==> config.mk <==
export PLATFORM = sky130hd
export DESIGN_NAME = to_udp_ctrl
export DESIGN_NICKNAME = d
export VERILOG_FILES = /design/src/rtl/app_udp_adapter_pkg.sv /design/src/rtl/to_udp_ctrl.sv
export SDC_FILE = /design/constraint.sdc
export NUM_CORES = 1
export LEC_CHECK = 0
export CAP_MARGIN = 20
export CORE_AREA = 2 2 39 41
export DETAILED_ROUTE_END_ITERATION = 10
export DIE_AREA = 0 0 41 43
export HOLD_SLACK_MARGIN = 0.03
export PLACE_DENSITY = 0.48
export SKIP_CTS_REPAIR_TIMING = 1
export SLEW_MARGIN = 30
export SYNTH_ARGS = -nofsm -noshare
export SYNTH_HDL_FRONTEND = slang
export SYNTH_SLANG_ARGS = --single-unit
==> constraint.sdc <==
create_clock -name clk -period 1.52 [get_ports clk]
set_clock_uncertainty 0.05 [all_clocks]
set_input_delay 0.456 -clock clk [delete_from_list [all_inputs] [get_ports clk]]
set_output_delay 0.456 -clock clk [all_outputs]
set_load 0.05 [all_outputs]
==> src/rtl/app_udp_adapter_pkg.sv <==
// -----------------------------------------------------------------------------
// app_udp_adapter_pkg
// Definitions shared by the to-UDP NoC adapter control FSM and its datapath.
//   to_udp_mux_out_e : selects which flit the datapath places on the NoC port
//                      (NoC header, UDP TX metadata, or app payload).
// -----------------------------------------------------------------------------
package app_udp_adapter_pkg;

   typedef enum logic [1:0] {
      HDR_OUT  = 2'd0,
      META_OUT = 2'd1,
      DATA_OUT = 2'd2
   } to_udp_mux_out_e;

endpackage : app_udp_adapter_pkg

==> src/rtl/to_udp_ctrl.sv <==
// -----------------------------------------------------------------------------
// to_udp_ctrl
// Control FSM for the to-UDP NoC adapter. It accepts one metadata request from
// the app source. It then sequences a NoC header flit, a UDP TX metadata flit
// and the payload flits onto the vrtoc NoC port. It does this by steering the
// datapath flit mux and pulsing the datapath init/count strobes.
//
// Ports
//   clk                      clock
//   rst                      synchronous reset, active-low
//   src_to_udp_meta_val      source metadata valid
//   udp_to_src_meta_rdy      metadata ready (READY state only)
//   src_to_udp_data_val      source payload flit valid
//   udp_to_src_data_rdy      payload ready (DATA state only, = NoC rdy)
//   to_udp_noc_vrtoc_val     NoC flit valid
//   noc_to_udp_vrtoc_rdy     NoC ready
//   ctrl_datap_data_mux_sel  datapath flit select (HDR_OUT/META_OUT/DATA_OUT)
//   ctrl_datap_init_state    latch metadata, clear flit counter
//   ctrl_datap_cnt_flit      advance flit counter (one per meta/data transfer)
//   datap_ctrl_last_flit     current meta/data flit is the final one
//
// Optional build macro TO_UDP_CTRL_STATS_EN adds:
//   stat_pkt_cnt[31:0]       completed packets (final-flit transfers)
//   stat_stall_cnt[31:0]     cycles with vrtoc_val=1 and vrtoc_rdy=0
// -----------------------------------------------------------------------------
module to_udp_ctrl
   import app_udp_adapter_pkg::*;
(
   input  logic            clk,
   input  logic            rst,
   input  logic            src_to_udp_meta_val,
   output logic            udp_to_src_meta_rdy,
   input  logic            src_to_udp_data_val,
   output logic            udp_to_src_data_rdy,
   output logic            to_udp_noc_vrtoc_val,
   input  logic            noc_to_udp_vrtoc_rdy,
   output to_udp_mux_out_e ctrl_datap_data_mux_sel,
   output logic            ctrl_datap_init_state,
   output logic            ctrl_datap_cnt_flit,
   input  logic            datap_ctrl_last_flit
`ifdef TO_UDP_CTRL_STATS_EN
   ,
   output logic [31:0]     stat_pkt_cnt,
   output logic [31:0]     stat_stall_cnt
`endif
);

   typedef enum logic [1:0] {
      ST_READY = 2'd0,
      ST_HDR   = 2'd1,
      ST_META  = 2'd2,
      ST_DATA  = 2'd3
   } state_e;

   state_e r_state;
   state_e w_next_state;

   // State register; reset returns to READY and abandons any packet in flight.
   always_ff @(posedge clk) begin
      if (!rst) begin
         r_state <= ST_READY;
      end else begin
         r_state <= w_next_state;
      end
   end

   // Next-state logic; last_flit only matters on a META/DATA transfer.
   always_comb begin
      w_next_state = r_state;
      case (r_state)
         ST_READY: begin
            if (src_to_udp_meta_val) begin
               w_next_state = ST_HDR;
            end else begin
               w_next_state = ST_READY;
            end
         end
         ST_HDR: begin
            if (noc_to_udp_vrtoc_rdy) begin
               w_next_state = ST_META;
            end else begin
               w_next_state = ST_HDR;
            end
         end
         ST_META: begin
            // A zero-length payload makes the metadata flit the final one.
            if (noc_to_udp_vrtoc_rdy && datap_ctrl_last_flit) begin
               w_next_state = ST_READY;
            end else if (noc_to_udp_vrtoc_rdy) begin
               w_next_state = ST_DATA;
            end else begin
               w_next_state = ST_META;
            end
         end
         ST_DATA: begin
            if (src_to_udp_data_val && noc_to_udp_vrtoc_rdy && datap_ctrl_last_flit) begin
               w_next_state = ST_READY;
            end else begin
               w_next_state = ST_DATA;
            end
         end
         default: begin
            w_next_state = ST_READY;
         end
      endcase
   end

   // Output decode; reset forces every handshake and strobe low at once.
   always_comb begin
      udp_to_src_meta_rdy     = 1'b0;
      udp_to_src_data_rdy     = 1'b0;
      to_udp_noc_vrtoc_val    = 1'b0;
      ctrl_datap_data_mux_sel = DATA_OUT;
      ctrl_datap_init_state   = 1'b0;
      ctrl_datap_cnt_flit     = 1'b0;
      if (rst) begin
         case (r_state)
            ST_READY: begin
               udp_to_src_meta_rdy   = 1'b1;
               ctrl_datap_init_state = src_to_udp_meta_val;
            end
            ST_HDR: begin
               ctrl_datap_data_mux_sel = HDR_OUT;
               to_udp_noc_vrtoc_val    = 1'b1;
            end
            ST_META: begin
               ctrl_datap_data_mux_sel = META_OUT;
               to_udp_noc_vrtoc_val    = 1'b1;
               ctrl_datap_cnt_flit     = noc_to_udp_vrtoc_rdy;
            end
            ST_DATA: begin
               // Payload val/rdy pass straight through; rdy never looks at val.
               ctrl_datap_data_mux_sel = DATA_OUT;
               to_udp_noc_vrtoc_val    = src_to_udp_data_val;
               udp_to_src_data_rdy     = noc_to_udp_vrtoc_rdy;
               ctrl_datap_cnt_flit     = src_to_udp_data_val & noc_to_udp_vrtoc_rdy;
            end
            default: begin
               ctrl_datap_data_mux_sel = DATA_OUT;
            end
         endcase
      end else begin
         udp_to_src_meta_rdy     = 1'b0;
         udp_to_src_data_rdy     = 1'b0;
         to_udp_noc_vrtoc_val    = 1'b0;
         ctrl_datap_data_mux_sel = DATA_OUT;
         ctrl_datap_init_state   = 1'b0;
         ctrl_datap_cnt_flit     = 1'b0;
      end
   end

`ifdef TO_UDP_CTRL_STATS_EN
   logic        w_final_xfer;
   logic        w_stall;
   logic [31:0] r_stat_pkt_cnt;
   logic [31:0] r_stat_stall_cnt;

   // cnt_flit fires only on META/DATA transfers, so together with last_flit it
   // marks the final flit of a packet.
   assign w_final_xfer = ctrl_datap_cnt_flit & datap_ctrl_last_flit;
   assign w_stall      = to_udp_noc_vrtoc_val & ~noc_to_udp_vrtoc_rdy;

   // Free-running statistics counters, wrapping modulo 2^32.
   always_ff @(posedge clk) begin
      if (!rst) begin
         r_stat_pkt_cnt   <= 32'd0;
         r_stat_stall_cnt <= 32'd0;
      end else begin
         r_stat_pkt_cnt   <= r_stat_pkt_cnt + {31'd0, w_final_xfer};
         r_stat_stall_cnt <= r_stat_stall_cnt + {31'd0, w_stall};
      end
   end

   assign stat_pkt_cnt   = r_stat_pkt_cnt;
   assign stat_stall_cnt = r_stat_stall_cnt;
`endif

endmodule : to_udp_ctrl
Word level (Yosys, flattened, before mapping)
Index checks and enable logic that the tools add are counted.
{"block": "totals", "reg_bits": 2, "input_bits": 6, "out_inout_bits": 7, "wordCells": 28}
{"block": "classes", "n_eq_ne": 3, "muxes": 18, "bitwise": 1, "n_reduce_logical": 5}
{"cell": "1-bit 2-to-1 mux", "count": 10}
{"cell": "2-bit 2-to-1 mux", "count": 4}
{"cell": "2-bit case mux with 4 select lines", "count": 1}
{"cell": "2-bit equality test, second input constant", "count": 2}
{"cell": "1-bit case mux with 2 select lines", "count": 2}
{"cell": "2-bit case mux with 2 select lines", "count": 1}
{"cell": "1-bit logical AND", "count": 3}
{"cell": "2-bit by 1-bit equality test with 1-bit output, second input constant", "count": 1}
{"cell": "2-bit zero test", "count": 1}
{"cell": "2-bit OR reduction", "count": 1}
{"cell": "1-bit AND", "count": 1}

Longest topological paths before layout
{"block": "depth", "ltp_word": 4, "depth_mapped": 5, "ltp_nobuf": 5}

Worst setup path after synthesis
No wires, ideal clock.
{"block": "synth_path", "kind": "register to output", "startpoint": "register r_state[0]", "endpoint": "output port ctrl_datap_cnt_flit", "t_arrival_ns": 1.456, "required_ns": 1.014, "path_slack_ns": -0.442, "stages_incl_launch_ff": 5, "n_path_buf": 0, "path_cell_list": "dfxtp_1 > inv_1 > ha_1 > o21ai_0 > a21oi_1"}
{"block": "synth_via", "elab_chain_len": 3, "elab_cells_between_ends": 4, "classes_between": "eq/ne: 2; mux: 2"}
{"item": "start: declaration", "line_no": "to_udp_ctrl.sv:55", "rtl": "state_e r_state;"}
{"item": "start signal: assignment", "line_no": "to_udp_ctrl.sv:63", "rtl": "r_state <= w_next_state;"}
{"item": "2-bit equality test", "line_no": "to_udp_ctrl.sv:117", "rtl": "case (r_state)"}
{"item": "1-bit case mux with 2 select lines (*)", "line_no": "to_udp_ctrl.sv:117"}
{"item": "1-bit 2-to-1 mux (*)", "line_no": "to_udp_ctrl.sv:116", "rtl": "if (rst) begin"}
{"item": "end: declaration", "line_no": "to_udp_ctrl.sv:39", "rtl": "output logic ctrl_datap_cnt_flit,"}
Mark *: on every way between the ends. The rest lies on a longest branch, timed or not.

Worst setup path in the final report
{"block": "layout_path", "startpoint": "register r_state[0]", "endpoint": "output port to_udp_noc_vrtoc_val"}
{"block": "layout_via", "elab_chain_len": 4, "elab_cells_between_ends": 6, "classes_between": "eq/ne: 3; mux: 2; reduce/logical: 1"}
{"item": "2-bit equality test / 2-bit by 1-bit equality test with 1-bit output (equally long branches)", "line_no": "to_udp_ctrl.sv:117"}
{"item": "2-bit OR reduction (no line)"}
{"item": "1-bit case mux with 2 select lines (*)", "line_no": "to_udp_ctrl.sv:117"}
{"item": "1-bit 2-to-1 mux (*)", "line_no": "to_udp_ctrl.sv:116"}
{"item": "end: declaration", "line_no": "to_udp_ctrl.sv:35", "rtl": "output logic to_udp_noc_vrtoc_val,"}
Marked as above.

==> flow_metrics.py <==
metrics = {
    "run_status": {
        "status": "complete, but fails checks",
        "violations": "setup timing",
    },
    "pwr": {
        "ir_drop_mv": 0.460,
        "totalPowerFinal_uw": 331,
        "p_leak_uw": 0.000285,
        "powerDensity_mw_per_mm2": 498,
    },
    "drt": {
        "initialDrtViolationCount": 1,
        "totalWireLength_um": 726,
        "ant_nets": 0,
        "viasPerCell": 4.22,
        "wire_per_inst_um": 10.1,
        "drc_errors": 0,
        "dr.pass1.iters": 2,
        "vias": 304,
    },
    "placement": {
        "gp_congestion": 0.650,
        "dp_slack_ns": -0.481,
        "place_hpwl_um": 610,
        "dpl_cell_area_um2": 538,
        "io_buffers": 12,
    },
    "clock_network": {
        "ctsHtreeMaxLevel": 1,
        "clock-sinks": 2,
        "clk_pin_slew_ns": 0.03,
        "cts_max_path_buffers": 2,
        "insertion_delay_ns": 0.22,
        "cts_made_buffers": 3,
        "cts_root_buffer": "clkbuf_4",
        "cts_tree": "built",
    },
    "logic_synthesis": {
        "synth_area_um2": 239,
        "ys.flop_type": "dfxtp_1",
        "synth_top_cell_by_area": "ha_1",
        "syn_area_per_cell_um2": 7.24,
        "yosys.area_share.simple": 0.272,
        "ys_ff_latch": 2,
        "synth_top_family_by_area": "adder cells",
        "synth_cells": 33,
        "synth_top_area_frac": 0.314,
        "synthDistinctLibCells": 14,
        "synth_fa_ha_area_frac": 0.314,
        "synthTopCellsByCount": "ha_1, nand2_1, a21oi_1, inv_1",
        "synth-async-reset-ratio": 0,
        "synth.area.top_cells": "ha_1, dfxtp_1, nand2_1",
        "synth_compound_area_frac": 0.183,
        "ys_warn_count": 0,
        "synth_xor_area_frac": 0,
        "muxShareOfSynthArea": 0,
        "synth-edff-count": 0,
        "syn_nets": 45,
        "ys_seq_area_frac": 0.168,
    },
    "sta": {
        "period_needed_ns": 1.75,
        "hold_viol": 0,
        "worst_slack_ns": -0.228,
        "fmax_mhz": 572,
        "rsz0062_at_grt": "yes",
        "worst_pin_slew_ns": 0.198,
        "fin_setup_tns_ns": -1.04,
        "layout_worst_path_cycle_share": 1.15,
        "relSlewSlack": 0.867,
        "finalSetupViolCount": 7,
        "final_max_slew_viol_count": 0,
    },
    "cells_and_area": {
        "area_delta_synth_final_pct": 179,
        "num-fill-cells": 126,
        "drive_above_1_share": 0.696,
        "reg_top3": "r_state: 2 flops",
        "antennaDiodeCount": 0,
        "multi_input_area_um2": 297,
        "regMostFlops": "r_state",
        "fin_area_um2": 666,
        "nets": 70,
        "seq_area_um2": 47.5,
        "largest_register_ffs": 2,
    },
    "setup_path": {
        "crit_required_ns": 1.01,
        "setup.worst_path.class": "register to primary output",
        "worst-path-max-fanout": 4,
        "critPathCaptureType": "primary output",
        "worstSetupStartpointType": "register",
        "cp.arrival_ns": 1.24,
    },
    "grt": {
        "grt_max_degree": 9,
        "grt_first_pass_wirelength_um": 1030,
        "grt_usage": 0.0841,
        "grt_remaining_overflow": 0,
        "first_global_vias": 273,
        "antenna_found_initial": 0,
    },
    "run": {
        "cap_viol_max_count": 0,
    },
    "floorplanning": {
        "rows": 14,
        "io_pins": 13,
        "die_area_mm2": 0.00176,
        "design.core.area_mm2": 0.00138,
        "die_h_um": 43,
        "initial_utilization": 0.173,
        "die_x_um": 41,
    },
    "hold_path": {
        "hp-class": "primary input to register",
    },
}
[cell type report]
cell class,count,share of cell area
Multi-Input combinational cell,27,0.445
Timing Repair Buffer,20,0.385
Sequential cell,2,0.0714
Clock buffer,3,0.0338
Inverter,4,0.0338
Tap cell,16,0.0301
[worst paths after layout]
| check | from | endpoint | slack, ns | cells after the start |
|---|---|---|---|---|
| max | r_state[0]$_SDFF_PN0_ | to_udp_noc_vrtoc_val | -0.23 | 5 |
| min | rst | r_state[0]$_SDFF_PN0_ | 0.59 | 3 |
| max reg2reg | r_state[1]$_SDFF_PN0_ | r_state[1]$_SDFF_PN0_ | 0.21 | 6 |
| min reg2reg | r_state[0]$_SDFF_PN0_ | r_state[1]$_SDFF_PN0_ | 0.68 | 3 |
[worst max-delay path, cell delays in order, from the launching register on]
cell	delay [ns]
dfxtp_4	0.38
inv_6	0.06
ha_4	0.24
a21oi_2	0.15
nor2_4	0.05
buf_12	0.14
[cell families (layout without fill, tap and decap cells)]
| kind of cell | after synthesis | in the layout |
|---|---|---|
| AOI/OAI and AO/OA | 8 | 8 |
| buffers and inverters | 4 | 27 |
| adders and majority gates | 6 | 6 |
| and+or+nand+nor | 13 | 13 |
| DFF | 2 | 2 |
[stage by stage]
step	cells	util	hold WS, ns
2_1_floorplan	33	-	0.537
3_3_place_gp	68	0.389	0.727
3_5_place_dp	68	0.389	0.728
4_1_cts	71	0.405	0.732
5_1_grt	72	0.481	0.608
6_report	72	0.481	0.586
[power by group]
group	total, uW	switching (uW)	leakage [uW]	internal, uW
Clock	113	26.7	0.0000138	86.8
Combinational	156	76.1	0.000254	79.5
Sequential	62.1	7.05	0.0000178	55.0
Total	331	110	0.000285	221
[cell usage in the layout (no fill, tap or decap)]
cell type	n
a31oi_1	1
inv_1	1
dlymetal6s2s_1	3
nor2_4	1
clkbuf_2	1
clkbuf_4	3
buf_12	7
ha_4	5
buf_6	1
a21oi_2	1
a21oi_4	1
nand2_1	4
nand2_4	1
nand3b_1	1
ha_1	1
inv_2	1
buf_4	7
and3_4	2
nand3_1	1
a21oi_1	2
dfxtp_4	2
a22oi_1	1
clkdlybuf4s50_1	1
o21ai_2	1
o21ai_0	1
inv_6	1
and2_4	2
nand2_2	1
inv_4	1
[metal layers]
metal | vias to the layer above | wire (um) | GRT usage
met5 | - | 0 | 0
met4 | 0 | 0 | 0.0200
met3 | 0 | 24 | 0.0157
met2 | 9 | 396 | 0.159
met1 | 137 | 305 | 0.0860
li1 | 158 | - | -
No activity file was read; power rests on OpenSTA's default activity.
